<file path="config.mk">
export PLATFORM = sky130hd
export DESIGN_NAME = bw_signed_divider
export DESIGN_NICKNAME = d
export VERILOG_FILES = /design/src/rtl/bw_div_pkg.sv /design/src/rtl/bw_twos_negate.sv /design/src/rtl/bw_signed_divider.sv
export SDC_FILE = /design/constraint.sdc
export NUM_CORES = 1
export LEC_CHECK = 0
export ABC_AREA = 1
export CAP_MARGIN = 5
export CORE_ASPECT_RATIO = 1.4
export CORE_MARGIN = 2
export CORE_UTILIZATION = 50
export DETAILED_ROUTE_END_ITERATION = 12
export PLACE_DENSITY = 0.72
export REMOVE_ABC_BUFFERS = 1
export SLEW_MARGIN = 20
export SYNTH_ARGS = -nofsm -noshare
export SYNTH_HDL_FRONTEND = slang
export SYNTH_SLANG_ARGS = --single-unit
</file>
<file path="constraint.sdc">
create_clock -name clk -period 2.4 [get_ports clk]
set_clock_uncertainty 0.15 [all_clocks]
set_input_delay 0.6 -clock clk [delete_from_list [all_inputs] [get_ports clk]]
set_output_delay 0.6 -clock clk [all_outputs]
set_load 0.005 [all_outputs]
</file>
<file path="src/rtl/bw_div_pkg.sv">
// Shared types and sizing helpers for the signed divider.
package bw_div_pkg;

  localparam int unsigned DefaultN = 4;

  typedef enum logic [1:0] {
    StIdle = 2'd0,
    StCalc = 2'd1,
    StFix  = 2'd2,
    StDone = 2'd3
  } state_e;

  // Bits needed to count the 2N restoring steps.
  function automatic int unsigned cnt_width(input int unsigned n);
    return $clog2(2 * n) + 1;
  endfunction

endpackage

</file>
<file path="src/rtl/bw_twos_negate.sv">
// Conditional two's-complement negate; passes the input through when neg is low.
module bw_twos_negate #(
  parameter int unsigned Width = 8
) (
  input  logic [Width-1:0] a,
  input  logic             neg,
  output logic [Width-1:0] y
);

  // Negate by invert-and-increment only when requested.
  always_comb begin
    y = neg ? (~a + Width'(1)) : a;
  end

endmodule

</file>
<file path="src/rtl/bw_signed_divider.sv">
// Sequential signed divider: 2N-bit dividend by N-bit divisor, restoring, MSB first.
module bw_signed_divider
  import bw_div_pkg::*;
#(
  parameter int unsigned N = DefaultN
) (
  input  logic             clk,
  input  logic             rst,
  input  logic             start,
  input  logic [2*N-1:0]   dividend,
  input  logic [N-1:0]     divisor,
  output logic             busy,
  output logic             done,
  output logic [2*N-1:0]   quotient,
  output logic [N-1:0]     remainder,
  output logic             dz,
  output logic             ovf
);

  localparam int unsigned W2 = 2 * N;
  localparam int unsigned CW = cnt_width(N);
  localparam logic [CW-1:0] LastCnt = CW'(2 * N - 1);
  localparam logic [W2-1:0] MinDd = {1'b1, {(W2 - 1){1'b0}}};

  state_e          state_q, state_d;
  logic [CW-1:0]   cnt_q, cnt_d;
  logic [W2-1:0]   dd_q, dd_d;          // |dividend|, shifted out MSB first
  logic [W2-1:0]   qacc_q, qacc_d;      // unsigned quotient being built
  logic [N:0]      rem_q, rem_d;        // partial remainder
  logic [N-1:0]    dv_q, dv_d;          // |divisor|
  logic            sdd_q, sdd_d;
  logic            sdv_q, sdv_d;
  logic [W2-1:0]   dvd_raw_q, dvd_raw_d;
  logic [W2-1:0]   quot_q, quot_d;
  logic [N-1:0]    remo_q, remo_d;
  logic            dz_q, dz_d;
  logic            ovf_q, ovf_d;

  logic [W2-1:0]   abs_dd;
  logic [N-1:0]    abs_dv;
  logic [W2-1:0]   q_signed;
  logic [N-1:0]    r_signed;
  logic [N+1:0]    shifted;
  logic [N+1:0]    trial;

  // |dividend| of the most negative value is still correct read as unsigned.
  bw_twos_negate #(.Width(W2)) u_abs_dd (
    .a   (dividend),
    .neg (dividend[W2-1]),
    .y   (abs_dd)
  );

  bw_twos_negate #(.Width(N)) u_abs_dv (
    .a   (divisor),
    .neg (divisor[N-1]),
    .y   (abs_dv)
  );

  bw_twos_negate #(.Width(W2)) u_fix_q (
    .a   (qacc_q),
    .neg (sdd_q ^ sdv_q),
    .y   (q_signed)
  );

  bw_twos_negate #(.Width(N)) u_fix_r (
    .a   (rem_q[N-1:0]),
    .neg (sdd_q),
    .y   (r_signed)
  );

  // One restoring step; the extra top bit of trial carries the borrow.
  assign shifted = {rem_q, dd_q[W2-1]};
  assign trial   = shifted - {2'b00, dv_q};

  // Next-state, datapath and result selection.
  always_comb begin
    state_d   = state_q;
    cnt_d     = cnt_q;
    dd_d      = dd_q;
    qacc_d    = qacc_q;
    rem_d     = rem_q;
    dv_d      = dv_q;
    sdd_d     = sdd_q;
    sdv_d     = sdv_q;
    dvd_raw_d = dvd_raw_q;
    quot_d    = quot_q;
    remo_d    = remo_q;
    dz_d      = dz_q;
    ovf_d     = ovf_q;

    case (state_q)
      StIdle: begin
        if (start) begin
          state_d   = StCalc;
          cnt_d     = '0;
          dd_d      = abs_dd;
          dv_d      = abs_dv;
          sdd_d     = dividend[W2-1];
          sdv_d     = divisor[N-1];
          dvd_raw_d = dividend;
          rem_d     = '0;
          qacc_d    = '0;
        end
      end
      StCalc: begin
        dd_d = {dd_q[W2-2:0], 1'b0};
        if (!trial[N+1]) begin
          rem_d  = trial[N:0];
          qacc_d = {qacc_q[W2-2:0], 1'b1};
        end else begin
          rem_d  = shifted[N:0];
          qacc_d = {qacc_q[W2-2:0], 1'b0};
        end
        cnt_d = cnt_q + CW'(1);
        if (cnt_q == LastCnt) begin
          state_d = StFix;
        end
      end
      StFix: begin
        if (dv_q == '0) begin
          quot_d = '1;
          remo_d = dvd_raw_q[N-1:0];
          dz_d   = 1'b1;
          ovf_d  = 1'b0;
        end else if (sdv_q && (dv_q == N'(1)) && (dvd_raw_q == MinDd)) begin
          quot_d = dvd_raw_q;
          remo_d = '0;
          dz_d   = 1'b0;
          ovf_d  = 1'b1;
        end else begin
          quot_d = q_signed;
          remo_d = r_signed;
          dz_d   = 1'b0;
          ovf_d  = 1'b0;
        end
        state_d = StDone;
      end
      StDone: begin
        state_d = StIdle;
      end
      default: begin
        state_d = StIdle;
      end
    endcase
  end

  // State and datapath registers; reset clears everything and aborts any operation.
  always_ff @(posedge clk) begin
    if (rst) begin
      state_q   <= StIdle;
      cnt_q     <= '0;
      dd_q      <= '0;
      qacc_q    <= '0;
      rem_q     <= '0;
      dv_q      <= '0;
      sdd_q     <= 1'b0;
      sdv_q     <= 1'b0;
      dvd_raw_q <= '0;
      quot_q    <= '0;
      remo_q    <= '0;
      dz_q      <= 1'b0;
      ovf_q     <= 1'b0;
    end else begin
      state_q   <= state_d;
      cnt_q     <= cnt_d;
      dd_q      <= dd_d;
      qacc_q    <= qacc_d;
      rem_q     <= rem_d;
      dv_q      <= dv_d;
      sdd_q     <= sdd_d;
      sdv_q     <= sdv_d;
      dvd_raw_q <= dvd_raw_d;
      quot_q    <= quot_d;
      remo_q    <= remo_d;
      dz_q      <= dz_d;
      ovf_q     <= ovf_d;
    end
  end

  assign busy      = (state_q != StIdle);
  assign done      = (state_q == StDone);
  assign quotient  = quot_q;
  assign remainder = remo_q;
  assign dz        = dz_q;
  assign ovf       = ovf_q;

endmodule
</file>
* Word-level counts from Yosys, hierarchy flattened
Cells that the tools add are included.
** Storage, ports and cells
- Bits in registers :: 55
** Operators by class
- Eq/ne operators :: 8
- Bitwise logic cells :: 5
- Reductions and logical operators :: 9
- Add/subtract/negate cells :: 6
- Multiplexer cells :: 24
** Operators by type and width (number)
- 8-bit two-way mux :: 6
- 8-bit one-hot mux with 2 select lines :: 2
- 4-bit two-way mux :: 5
- 8-bit by 1-bit adder with 8-bit output (second input constant) :: 2
- 8-bit inverter :: 2
- 4-bit by 1-bit adder with 4-bit output (second input constant) :: 3
- 5-bit two-way mux :: 2
- 5-bit one-hot mux with 2 select lines :: 1
- 8-bit equality test (second input constant) :: 1
- 4-bit inverter :: 2
- 2-bit one-hot mux with 4 select lines :: 1
- 4-bit one-hot mux with 2 select lines :: 1
- 2-bit AND reduction :: 3
- 6-bit by 4-bit subtractor with 6-bit output :: 1
- 2-bit equality test (second input constant) :: 2
- 4-bit by 1-bit equality test with 1-bit output (second input constant) :: 1
- 4-bit by 3-bit equality test with 1-bit output (second input constant) :: 1
- 4-bit logical NOT :: 1
- 1-bit two-way mux :: 4
- 2-bit two-way mux :: 2
- 2-bit != test (second input constant) :: 2
- 2-bit nonzero test :: 2
- 2-bit by 1-bit equality test with 1-bit output (second input constant) :: 1
- 1-bit logical AND :: 2
- 2 further kinds :: 2

* Longest topological paths before layout
Gate-level depths: netlist of run 1.
- Depth after elaboration :: 5
- Depth in mapped cells :: 11
- Depth with buffers taken out :: 11

* By module
Synthesis of run 1 repeated with hierarchy kept, for this count alone.
** Unflattened totals
- Cells, all modules :: 434
- Area total of the unflattened synthesis :: 3061.7 µm²
** Modules (own cells, without submodules)
- bw_signed_divider :: cells each 322, instances 1, area each 2503.7 µm²
- bw_twos_negate (u_abs_dd ...) :: cells each 39, instances 2, area each 195.2 µm²
- bw_twos_negate (u_abs_dv ...) :: cells each 17, instances 2, area each 83.8 µm²

* Worst setup path before layout of run 1
Ideal clock, no wire load.
- Kind :: reg-to-reg
- Start point :: register dd_q[7]
- End point :: register rem_q[4]
- Cell stages (with the launch flop) :: 11
- Required time :: 2134 ps
- Arrival time :: 1455 ps
- Slack :: 678 ps
- Clock period less this slack :: 1722 ps
- Path through :: dfxtp_1 > inv_1 > ha_1 > fa_1 > nand3b_1 > nand2_1 > nand2_1 > nand2_1 > nand3_1 > nand3_1 > a21oi_1
** Between the ends
- Cells in the longest elaborated chain, start to end :: 3
** RTL lines
- from (decl) :: RTL line bw_signed_divider.sv:27 : logic [W2-1:0] dd_q, dd_d;
- from (signal assigned) :: RTL line bw_signed_divider.sv:152 : dd_q <= '0;
- from (signal assigned) :: RTL line bw_signed_divider.sv:166 : dd_q <= dd_d;
- 6-bit by 4-bit subtractor with 6-bit output :: RTL line bw_signed_divider.sv:73 : assign trial = shifted - {2'b00, dv_q};
- 5-bit two-way mux :: RTL line bw_signed_divider.sv:107 : if (!trial[N+1]) begin
- 5-bit one-hot mux with 2 select lines :: RTL line bw_signed_divider.sv:91 : case (state_q)
- to (signal assigned) :: RTL line bw_signed_divider.sv:168 : rem_q <= rem_d;
- to (decl) :: RTL line bw_signed_divider.sv:29 : logic [N:0] rem_q, rem_d;
Every way passes these cells.
A chain may end at the register's enable or synchronous reset.

* Worst setup path after layout of run 1
- Start point :: register state_q[1]
- End point :: output port busy
** Between the ends
- Cells in the longest elaborated chain, start to end :: 1
** RTL lines
- from (decl) :: RTL line bw_signed_divider.sv:25 : state_e state_q, state_d;
- from (signal assigned) :: RTL line bw_signed_divider.sv:150 : state_q <= StIdle;
- from (signal assigned) :: RTL line bw_signed_divider.sv:164 : state_q <= state_d;
- 2-bit nonzero test :: RTL line bw_signed_divider.sv:180 : assign busy = (state_q != StIdle);
- to (decl) :: RTL line bw_signed_divider.sv:12 : output logic busy,
Every way passes these cells.

==> results of run 1 <==
[worst paths after layout]
check | endpoint | slack, ps | depth (start not counted)
setup / recovery | busy | 110 | 4
hold / removal | dd_q[6] | 320 | 2
setup reg to reg | rem_q[1] | 500 | 9
hold reg to reg | dd_q[6] | 320 | 2
[state kept, by name (all words and copies together), names as in the netlist, 2 cells and up]
signal,flops
remainder,4
dvd_raw_q,7
state_q,2
quotient,8
cnt_q,4
dv_q,4
qacc_q,8
dd_q,8
rem_q,5
[metal layers]
layer  vias to the layer above  GRT usage (%)  routed length, um
li1                       1423              -                  -
met5                         -              0                  0
met3                        13           3.10                246
met1                      1253           26.1               2930
met4                         0           7.35                136
met2                        48           40.1               3430
[area by class of cell]
| class | count | area share, % |
|---|---|---|
| sequential | 54 | 32.1 |
| timing repair buffer | 36 | 10.3 |
| clock inverter | 2 | 0.409 |
| tap | 70 | 2.60 |
| inverter | 54 | 6.24 |
| clock buffer | 5 | 2.04 |
| multi-input combinational | 290 | 46.3 |
[timing repair]
action                                  in CTS  in global routing
buffers inserted                             0                  0
resized for setup                            1                  1
hold buffers                                 0                  0
endpoints found under the setup margin       1                  1
[kinds of logic after synthesis]
group | count (synthesis)
buffers and inverters | 67
xor gates and xnor gates | 7
DFF | 54
and+or+nand+nor | 166
adders and majority gates | 14
AOI/OAI and AO/OA | 103
[report_power, final]
group          total [mW]  internal [mW]  switching [mW]
Sequential           1.30           1.12           0.176
Clock               0.495          0.202           0.293
Combinational        1.95          0.761            1.19
Total                3.74           2.08            1.66
[Yosys cell counts, types with 3 or more instances]
| cell | n | share of area [%] |
|---|---|---|
| inv_1 | 48 | 6.1 |
| nand2_1 | 72 | 9.2 |
| ha_1 | 13 | 5.5 |
| nor2_1 | 31 | 4.0 |
| nand3_1 | 43 | 7.3 |
| o21ai_1 | 4 | 0.68 |
| buf_6 | 3 | 1.1 |
| clkbuf_1 | 5 | 0.64 |
| o211ai_1 | 6 | 1.5 |
| o21ai_0 | 26 | 4.4 |
| a22oi_1 | 4 | 1.0 |
| nor3_1 | 7 | 1.2 |
| inv_2 | 3 | 0.38 |
| dfxtp_1 | 54 | 37 |
| inv_4 | 3 | 0.64 |
| a21oi_1 | 56 | 9.5 |
| xor2_1 | 6 | 1.8 |
[stage by stage]
stage	std cells	setup WS, ps	power [mW]
2_1_floorplan	398	644	2.67
3_3_place_gp	504	253	3.21
3_5_place_dp	504	228	3.26
4_1_cts	511	43.7	3.77
5_1_grt	511	9.55	4.10
6_report	511	109	3.74
[critical path, stage by stage, from the launching register on]
cell,delay [ps]
dfxtp_1,360
inv_1,90
ha_2,230
inv_2,70
clkdlybuf4s50_1,490
==> summary.md, run 1 <==
| Metric | Value |
|---|---|
| Final min period | `roughly 2300 ps` |
| Fill count | `551` |
| Mux share of post-synthesis cell area | `0%` |
| Largest family of logic cells by synthesized area | `simple AND/OR/NAND/NOR gates` |
| Drt pass-1 iters | `4` |
| Final setup vio count | `0` |
| Ys Warns | `0` |
| Pin count of the biggest net entering global routing | `30` |
| Reg-to-Reg Start | `dv_q[1]` |
| Die W | `around 69 um` |
| Relative slew slack | `between 70 and 80%` |
| Min-delay worst type | `reg2reg` |
| Fmax | `about 0.44 GHz` |
| Die extent in y | `94.7 um` |
| P per Cell Area | `roughly 1100 nW/um2` |
| DR DRC count | `0` |
| RSZ-0062 raised after global routing | `false` |
| DP HPWL | `5060 um` |
| Initial antenna violation count | `0` |
| Compound-gate portion of the synthesized area | `between 15 and 20%` |
| Slew Limit Fails | `0` |
| Final antenna-violating net count | `0` |
| Most used DFF post-synth | `dfxtp_1` |
| Critical path endpoint category | `output pin` |
| Vias per std cell | `approximately 5.4` |
| Synth Cell Area | `between 2000 and 3000 um2` |
| CTS tree | `done` |
| Vias in the first global route | `2542` |
| Most frequent cells in the layout | `nand2_1, a21oi_1, dfxtp_1` |
| IO Pins | `31` |
| Library cells used by synthesis | `38` |
| Worst setup path class | `reg2out` |
| DR iter-0 viols | `about 160` |
| Rows | `33` |
| Area of the multi-input gates | `about 1600 um2` |
| Die area | `6520 um2` |
| Fin nets | `470` |
| Layout cells sized above 1 | `under 10%` |
| Critical path arrival | `around 1500 ps` |
| Core area | `roughly 5800 um2` |
| Flops & latches, synth | `54` |
| Worst-Skew Late Latency | `300 ps` |
| Number of flops mapped to enable cells by yosys | `0` |
| Critical Path RT | `around 1700 ps` |
| GRT Util Overall | `between 20% and 30%` |
| Starting density of the core | `about half` |
| VDD IR max | `roughly 0.00065 V` |
| Total gr overflow | `0` |
| TNS Setup | `0 ps` |
| Worst setup path start | `state_q[1]` |
| Post-route cell area | `3370 um2` |
| Max_cap viols | `0` |
| Port Buffers | `30` |
| Hold Crit Start | `dd_q[5]` |
| Commonest non-fill, non-tap cell in the layout | `nand2_1` |
| Max FO, Critical Path | `4` |
| Post-Syn Area per Cell | `7.15 um2` |
| H-tree depth | `2` |
| Area fraction in and, or, nand and nor cells after synthesis | `25.4%` |
| Worst hold slack | `roughly 320 ps` |
| Gp weighted congestion | `between 0.8 and 0.9` |
| Area grow syn2layout | `14.6%` |
| Post-placement cell area | `3280 um2` |
| Post-synthesis xor/xnor area fraction | `~2.1%` |
| Post-synthesis cell count | `between 400 and 500` |
| CTS Buffer Depth | `2` |
| Status | `completed` |
| DR vias | `around 2.7k` |
| Fin util | `58.3%` |
| Num CTS Buffers | `5` |
| Crit start category | `flip-flop` |
| Global-route wire length before repair | `11200 um` |
| Fin crit share | `between 90% and 100%` |
| Pleak | `approximately 1.4 nW` |
| Synth Area in Adders | `under 10%` |
| Storage cell area | `1080 um2` |
| Hold Vio Cnt, Final | `0` |
| WL per Instance | `between 10 and 15 um` |
| Worst-Margin Slew | `336 ps` |
| Ant. Diodes | `0` |
| Post-synth ARST share | `0%` |
| Routed wire length | `a little under 7000 um` |
| Clock Root Buffer | `clkbuf_8` |
| CTS clk-pin slew, worst paths | `90 ps` |
| Clk sinks | `54` |
| Register area share after synthesis | `between 30% and 40%` |
No activity file was read; power rests on OpenSTA's default activity.
==> run 2: changes to the inputs <==
--- a/config.mk
+++ b/config.mk
@@ -10,10 +10,13 @@
 export CORE_ASPECT_RATIO = 1.4
 export CORE_MARGIN = 2
 export CORE_UTILIZATION = 50
+export CTS_CLUSTER_SIZE = 30
 export DETAILED_ROUTE_END_ITERATION = 12
+export GPL_TIMING_DRIVEN = 0
 export PLACE_DENSITY = 0.72
 export REMOVE_ABC_BUFFERS = 1
 export SLEW_MARGIN = 20
 export SYNTH_ARGS = -nofsm -noshare
 export SYNTH_HDL_FRONTEND = slang
 export SYNTH_SLANG_ARGS = --single-unit
+export TNS_END_PERCENT = 1
==> run 2 against run 1 <==
- combinational power shrank 2%
- core utilization rose by 0.15 points
- non-clock buffer count decreased by 6
- critical path type unchanged
- sequential share of layout area decreased by 0.12 points
- global-route usage increased by 0.23 points
- flip-flop and latch count stayed put
- wire length fell by 3.6%
- clock power increased by 48%
==> summary.md, run 2 (synthesis results as in run 1) <==
| Metric | Value |
|---|---|
| Max_cap viols | `0 (unchanged)` |
| H-tree depth | `2 (unchanged)` |
| DP HPWL | `4780 um (was 5060 um)` |
| Vias per std cell | `5.41 (was 5.36)` |
| Critical path arrival | `1560 ps (was 1540 ps)` |
| Depth of the most critical reg-to-reg path | `8 (was 9)` |
| Num CTS Buffers | `5 (unchanged)` |
| Die extent in y | `94.7 um (unchanged)` |
| Port Buffers | `30 (unchanged)` |
| Critical Path RT | `1650 ps (about the same)` |
| FF-to-FF End | `dd_q[2] (was rem_q[1])` |
| CTS Buffer Depth | `2 (unchanged)` |
| Total gr overflow | `0 (unchanged)` |
| Pleak | `1.38 nW (about the same)` |
| Clock Root Buffer | `clkbuf_8 (unchanged)` |
| CTS tree | `done (unchanged)` |
| P per Cell Area | `1160 nW/um2 (was 1110 nW/um2)` |
| Post-placement cell area | `3230 um2 (was 3280 um2)` |
| Global-route wire length before repair | `11200 um (about the same)` |
| Flop2flop setup slack | `290 ps (was 500 ps)` |
| WHS Path Cells | `2 (unchanged)` |
| Die W | `68.8 um (unchanged)` |
| Hold Crit Endpoint | `ovf (was dd_q[6])` |
| Worst-Margin Slew | `666 ps (was 336 ps)` |
| Post-route cell area | `3380 um2 (was 3370 um2)` |
| Pin count of the biggest net entering global routing | `31 (was 30)` |
| Hold Crit Start | `ovf (was dd_q[5])` |
| Slew Limit Fails | `0 (unchanged)` |
| DR vias | `2739 (was 2737)` |
| Die area | `6520 um2 (unchanged)` |
| Vias in the first global route | `2568 (was 2542)` |
| Final setup vio count | `0 (unchanged)` |
| Final antenna-violating net count | `0 (unchanged)` |
| TNS Setup | `0 ps (unchanged)` |
| Gp weighted congestion | `0.868 (was 0.874)` |
| Relative slew slack | `55.5% (was 77.6%)` |
| CTS clk-pin slew, worst paths | `90 ps (about the same)` |
| DR DRC count | `0 (unchanged)` |
| IO Pins | `31 (unchanged)` |
| Commonest non-fill, non-tap cell in the layout | `nand2_1 (unchanged)` |
| Crit start category | `flip-flop (unchanged)` |
| Fill count | `552 (was 551)` |
| Worst hold slack | `318 ps (was 322 ps)` |
| WL per Instance | `12.8 um (was 13.2 um)` |
| GRT Util Overall | `22.4% (was 22.2%)` |
| Final min period | `2310 ps (was 2290 ps)` |
| Routed wire length | `6500 um (was 6740 um)` |
| Reg-to-Reg Start | `state_q[1] (was dv_q[1])` |
| Critical path endpoint category | `output pin (unchanged)` |
| Most frequent cells in the layout | `nand2_1, a21oi_1, dfxtp_1 (unchanged)` |
| Fin nets | `464 (was 470)` |
| Fmax | `0.433 GHz (was 0.436 GHz)` |
| VDD IR max | `0.000798 V (was 0.000655 V)` |
| Hold Vio Cnt, Final | `0 (unchanged)` |
| Clk sinks | `54 (unchanged)` |
| Worst-Skew Late Latency | `310 ps (was 300 ps)` |
| Dpl cells | `498 (was 504)` |
| Min-delay worst type | `reg2reg (unchanged)` |
| DR iter-0 viols | `130 (was 158)` |
| RSZ-0062 raised after global routing | `false (unchanged)` |
| Worst setup path class | `reg2out (unchanged)` |
| Status | `completed (unchanged)` |
| Layout cells sized above 1 | `6.19% (was 7.26%)` |
| Initial antenna violation count | `0 (unchanged)` |
| Max FO, Critical Path | `4 (unchanged)` |
| Rows | `33 (unchanged)` |
| Starting density of the core | `50.9% (unchanged)` |
| Area grow syn2layout | `14.9% (was 14.6%)` |
| Core area | `5780 um2 (unchanged)` |
| Ant. Diodes | `0 (unchanged)` |
| Drt pass-1 iters | `5 (was 4)` |
| Hold buffers post-CTS | `0 (unchanged)` |
| Layout Cells excl Fill | `506 (was 511)` |
| Fin crit share | `96.3% (was 95.5%)` |
run 2: changes by cell type in the layout (fill, tap and decap cells not counted), sizes merged:
cell / previous run / this run
clkinv: 1 / 0
clkdlybuf4s50: 30 / 29
inv: 55 / 54
buf: 6 / 1
bufinv: 0 / 2
clkbuf: 5 / 6
run 2: stage by stage:
stage | utilization (%) | setup WS (ps) | power [mW]
2_1_floorplan | - | 644 | 2.67
3_3_place_gp | 56.0 | -895 | 3.17
3_5_place_dp | 55.9 | 94.4 | 3.21
4_1_cts | 58.4 | 62.9 | 3.97
5_1_grt | 58.4 | 1.72 | 4.30
6_report | 58.4 | 89.1 | 3.93
run 2: per-layer routing:
layer	vias to the layer above	global-route usage, %	wire length, um	part of all wire [%]
li1	1412	-	-	-
met1	1271	26.8	2820	43
met2	44	38.9	3340	51
met3	12	3.34	209	3.2
met4	0	9.31	133	2.0
met5	-	0	0	0
run 2: what timing repair did:
item                                    in CTS  in global routing
endpoints found under the setup margin       1                  0
setup buffers                                0                  0
gates resized for setup                      1                  0
run 2: layout make-up:
type                            instances  area (um2)  area share (%)
Multi-Input combinational cell        290        1560            46.2
Clock buffer                            6        82.6            2.45
Timing Repair Buffer                   30         295            8.74
Sequential cell                        54        1080            32.0
Inverter                               54         210            6.22
Clock inverter                          2        60.1            1.78
Tap cell                               70        87.6            2.59
run 2: worst max path at each step:
stage               startpoint        to  slack, ps
finish              state_q[0]      busy         90
global route        state_q[0]      busy          2
CTS                 state_q[0]      busy         60
detailed placement       start   dd_q[2]         90
global placement           rst  cnt_q[2]       -900
floorplan           state_q[1]   dd_q[2]        640
run 2: worst max-delay path: stages (launching register included):
cell             delay (ps)
dfxtp_1                 390
inv_1                    80
ha_2                    240
inv_2                    70
clkdlybuf4s50_1         490
run 2: power by group:
group          switching (mW)  leakage [nW]  internal (mW)
combinational            1.18         0.866          0.730
clock                   0.289        0.0714          0.445
sequential              0.171         0.441           1.12
